File: config.mk
export PLATFORM = sky130hd
export DESIGN_NAME = regfile_wb_arbiter
export DESIGN_NICKNAME = d
export VERILOG_FILES = /design/src/rtl/regfile_wb_arbiter.sv
export SDC_FILE = /design/constraint.sdc
export NUM_CORES = 1
export LEC_CHECK = 0
export BUFFER_PORTS_ARGS = -buffer_cell sky130_fd_sc_hd__clkbuf_2
export CAP_MARGIN = 20
export CORE_MARGIN = 5
export CORE_UTILIZATION = 46
export DETAILED_ROUTE_END_ITERATION = 10
export PLACE_DENSITY = 0.71
export SLEW_MARGIN = 40
export SYNTH_ARGS = -nofsm -noshare
export SYNTH_HDL_FRONTEND = slang
export SYNTH_SLANG_ARGS = --single-unit
export TNS_END_PERCENT = 10
File: constraint.sdc
create_clock -name clk -period 2.7 [get_ports clk]
set_input_delay 0.135 -clock clk [delete_from_list [all_inputs] [get_ports clk]]
set_output_delay 0.135 -clock clk [all_outputs]
set_load 0.1 [all_outputs]
File: src/rtl/regfile_wb_arbiter.sv
// Register file write-port arbiter between the WB stage and buffered MDU results,
// with a starvation guard and a per-register pending-MDU scoreboard.
module regfile_wb_arbiter #(
    parameter int unsigned FIFO_DEPTH   = 2,
    parameter int unsigned STARVE_LIMIT = 4
) (
    input  logic        clk,
    input  logic        reset,
    input  logic        wb_valid,
    input  logic [4:0]  wb_dst,
    input  logic [31:0] wb_data,
    input  logic        mdu_issue,
    input  logic [4:0]  mdu_issue_dst,
    input  logic        mdu_valid,
    input  logic [4:0]  mdu_dst,
    input  logic [31:0] mdu_data,
    output logic        mdu_ready,
    output logic        wb_hold,
    output logic        RegWrite,
    output logic [4:0]  WB_DstReg,
    output logic [31:0] WB_Data,
    output logic [31:0] busy_mask,
    output logic        proto_err
);

    localparam int unsigned PTR_W = (FIFO_DEPTH > 1) ? $clog2(FIFO_DEPTH) : 1;
    localparam int unsigned CNT_W = $clog2(FIFO_DEPTH + 1);
    localparam int unsigned STV_W = $clog2(STARVE_LIMIT + 1);

    logic [4:0]       fifo_dst  [FIFO_DEPTH];
    logic [31:0]      fifo_data [FIFO_DEPTH];
    logic [PTR_W-1:0] rd_ptr;
    logic [PTR_W-1:0] wr_ptr;
    logic [CNT_W-1:0] count;
    logic [STV_W-1:0] starve_cnt;

    logic        fifo_empty;
    logic        fifo_full;
    logic        wb_eff;
    logic        fifo_gnt;
    logic        wb_gnt;
    logic        enq;
    logic        issue_eff;
    logic [4:0]  head_dst;
    logic [31:0] head_data;
    logic [31:0] set_mask;
    logic [31:0] clr_mask;

    // Grant and scoreboard decode, all from state at cycle start
    always_comb begin
        fifo_empty = (count == '0);
        fifo_full  = (count == CNT_W'(FIFO_DEPTH));
        head_dst   = fifo_dst[rd_ptr];
        head_data  = fifo_data[rd_ptr];
        wb_eff     = wb_valid && (wb_dst != 5'd0);
        fifo_gnt   = !fifo_empty && (wb_hold || !wb_eff);
        wb_gnt     = wb_eff && !fifo_gnt;
        enq        = mdu_valid && !fifo_full;
        issue_eff  = mdu_issue && (mdu_issue_dst != 5'd0);
        set_mask   = '0;
        clr_mask   = '0;
        if (issue_eff) begin
            set_mask = 32'd1 << mdu_issue_dst;
        end
        if (fifo_gnt && (head_dst != 5'd0)) begin
            clr_mask = 32'd1 << head_dst;
        end
    end

    assign mdu_ready = !fifo_full;

    // Buffer storage needs no reset: validity is tracked by count
    always_ff @(posedge clk) begin
        if (enq) begin
            fifo_dst[wr_ptr]  <= mdu_dst;
            fifo_data[wr_ptr] <= mdu_data;
        end
    end

    always_ff @(posedge clk) begin
        if (reset) begin
            rd_ptr     <= '0;
            wr_ptr     <= '0;
            count      <= '0;
            starve_cnt <= '0;
            wb_hold    <= 1'b0;
            RegWrite   <= 1'b0;
            WB_DstReg  <= '0;
            WB_Data    <= '0;
            busy_mask  <= '0;
            proto_err  <= 1'b0;
        end else begin
            if (enq) begin
                wr_ptr <= wr_ptr + PTR_W'(1);
            end
            if (fifo_gnt) begin
                rd_ptr <= rd_ptr + PTR_W'(1);
            end
            count <= count + CNT_W'(enq) - CNT_W'(fifo_gnt);

            // Starvation guard: one-cycle hold after STARVE_LIMIT blocked cycles
            wb_hold <= 1'b0;
            if (fifo_empty || fifo_gnt) begin
                starve_cnt <= '0;
            end else if (starve_cnt == STV_W'(STARVE_LIMIT - 1)) begin
                starve_cnt <= '0;
                wb_hold    <= 1'b1;
            end else begin
                starve_cnt <= starve_cnt + STV_W'(1);
            end

            // A dst=0 head is retired silently and leaves the address/data held
            RegWrite <= 1'b0;
            if (fifo_gnt && (head_dst != 5'd0)) begin
                RegWrite  <= 1'b1;
                WB_DstReg <= head_dst;
                WB_Data   <= head_data;
            end else if (wb_gnt) begin
                RegWrite  <= 1'b1;
                WB_DstReg <= wb_dst;
                WB_Data   <= wb_data;
            end

            busy_mask <= (busy_mask & ~clr_mask) | set_mask;

            if ((wb_hold && wb_valid) || (issue_eff && busy_mask[mdu_issue_dst])) begin
                proto_err <= 1'b1;
            end
        end
    end

endmodule

==> impl_metrics.ini <==
[setup_path]
crit_path_end = busy_mask[11]
critPathCaptureType = flip-flop
arrival_ps = 2550
worstSetupStartpointType = flip-flop
critPathBufInv = 1
max_stage_delay_ps = 610
crit_path_top_delay_cell = dfxtp_2
r2r_slack_ps = 510
cp_data_required_time_ps = 3060
crit_type = reg -> reg
worst-r2r-cell-count = 5
cp.depth = 5
path_delay_family = compound AO/OA/AOI/OAI gates
crit_chain = buf_4 -> and3b_1 -> a31oi_1 -> o41ai_1 -> a21oi_1
reg2reg_to = busy_mask[11]
crit_path_max_fanout = 22

[logic_synthesis]
yosysWarnings = 0
synth_fp_nets = 642
yosysUniqueCellTypes = 55
syn-cell-area_um2 = 7050
async_flop_share_pct = 0
synth_edf_count = 74
synth-seq-cells = 154
seq_area_frac_synth_pct = 54.3
synth_cells = 554
ys.flop_type = dfxtp_1
synth.avg_cell_area_um2 = 12.7

[clocking]
clk-insertion-delay-late_ps = 420
numCtsBuffers = 17
post_cts_buffers = 0
clockBufferDepth = 2
h-tree-depth = 4
cts.sinks = 154
clk_pin_slew_ps = 60
cts_tree = yes
cts_root_buffer = clkbuf_16

[layout]
drive_above_1_share_pct = 41.6
final_common_cell = clkbuf_2
nets = 823
mostFrequentLayoutCells = clkbuf_2 (157), dfxtp_1 (79), edfxtp_1 (74), mux2i_1 (44), nand2_1 (40)
fin_cells = 937
syn2layout_area_growth_pct = 27.9
fill_cells = 1194

[timing]
rsz0062_at_grt = false
hold_violations = 0
fin_crit_ps = 2190
fmax_mhz = 457
setup_viol = 0
worst_slew_pin_slew_ps = 824
relSlewSlack_pct = 44.8
fin_skew_ps = 6.65
finalSetupTns_ps = 0
fin_crit_sh_pct = 81.1
slew_viol_final = 0

[global_routing]
grt_max_degree = 45
grt_pass1_wl_um = 28600
overflow = 0
grt_antenna_before_repair = 1
track_usage_pct = 20.2
grt_pass1_vias = 5446

[floorplan]
ios = 157
die_h_um = 134
core_area_um2 = 15100
start_util_pct = 46.7
die_area_um2 = 17900
die_w_um = 134
row_count = 45

[hold_path]
hold_start = wb_data[25]
holdPathStages = 3
hp-class = in -> reg

[run_status]
status = completed

[power]
peakVddDrop_mv = 0.739
p_per_area_nw_per_um2 = 925
p_leak_uw = 0.00352

[placement]
routabilityCongestion = 0.853
io_buffers = 156
dp_hpwl_um = 12300
placed_cells = 863

[route]
ant_nets = 0
totalWireLength_um = 17800
dr.pass1.iters = 5
drc = 0
wl_per_cell_um = 19.0
routed_via_density = 5.76
drt_iter0_markers = 416
vias = 5398

[run]
maxCapViolations = 0
## layer usage
metal,up-vias,global-route usage (%),wire length (um)
met5,-,0,0
met4,0,5.83,217
met3,16,5.25,1270
met2,234,35.2,9130
met1,2636,24.5,7220
li1,2512,-,-
## worst reg2reg max path, delay by kind of cell, from the launching register on
family          cells  cell delay [ps]
flops               1              610
simple gates        1              220
compound gates      3              940
buf+inv             1              360
## per-stage QoR
stage          power (uW)  setup WS [ps]  util (%)  instance area (um^2)  hold WS (ps)
3_3_place_gp         5730            368      52.7                  7960           327
3_5_place_dp         5810            316      52.7                  7960           331
4_1_cts              8360            535      59.6                  8990         0.837
6_report             8330            511      59.7                  9010          10.6
5_1_grt              8670            330      59.7                  9010          20.0
2_1_floorplan        5230           52.4         -                  7050           234
## worst min-delay path by stage
| stage | endpoint | slack, ps |
|---|---|---|
| after floorplan | fifo_data[0][0] | 230 |
| after global placement | fifo_dst[0][3] | 330 |
| after detailed placement | fifo_dst[0][0] | 330 |
| after CTS | WB_Data[25] | 0.8 |
| after global routing | WB_Data[13] | 20 |
| final | WB_Data[25] | 10 |
## cell families (layout without fill, tap and decap cells)
logic type	after synthesis	after routing	share of synthesized area [%]
AOI/OAI and AO/OA	158	158	21.0
buffers and inverters	60	254	4.33
and+or+nand+nor	96	96	6.70
xor gates and xnor gates	3	3	0.373
DFF	154	154	54.3
adders and majority gates	4	4	0.710
muxes	79	79	12.6
other	0	1	0
## power by group
group | internal [uW] | total [uW] | switching (uW)
registers | 2810 | 2990 | 180
logic | 722 | 2820 | 2090
clock network | 1570 | 2530 | 958
total | 5100 | 8330 | 3230
## cell type report
type	instances	area, um^2	area share, %
repair buffers	208	1300	14.4
inverters	14	55.1	0.611
multi-input cells	340	2950	32.7
flip-flops and latches	154	3820	42.5
well taps	188	235	2.61
clock buffers	23	522	5.79
clock inverters	9	121	1.35
diodes	1	2.50	0.0278
## cells in the mapped netlist (all sizes together) (2+ instances only)
cell    instances  area (um^2)
and3b           2         17.5
nor2           21         78.8
o21ai           8         40.0
mux4            5          113
or4             2         18.8
clkbuf         17         63.8
a31oi           2         12.5
a32oi           2         17.5
a21oi          65          438
a221oi          6         90.1
ha              4         50.1
edfxtp         74         2220
buf            29          189
or3             2         17.5
nand2          40          150
nor3            6         41.3
dfxtp          80         1600
o41ai          62          746
xor2            2         17.5
or2             2         12.5
nor3b           3         22.5
o22a            2         17.5
nand3           2         10.0
mux2i          44          440
inv            13         48.8
mux2           30          338
nor2b           6         37.5
nand2b          6         37.5
## flip-flops by register name (all words and copies together), names as in the netlist, named ones only
signal	cells
fifo_data	64
WB_Data	32
busy_mask	32
fifo_dst	10
WB_DstReg	5
starve_cnt	3
count	2
RegWrite	1
proto_err	1
rd_ptr	1
wb_hold	1
wr_ptr	1
## what timing repair did
action	CTS	global route
resized for setup	0	0
hold buffers	39	0
endpoints found under the hold margin	76	0
No activity file was read; power rests on OpenSTA's default activity.
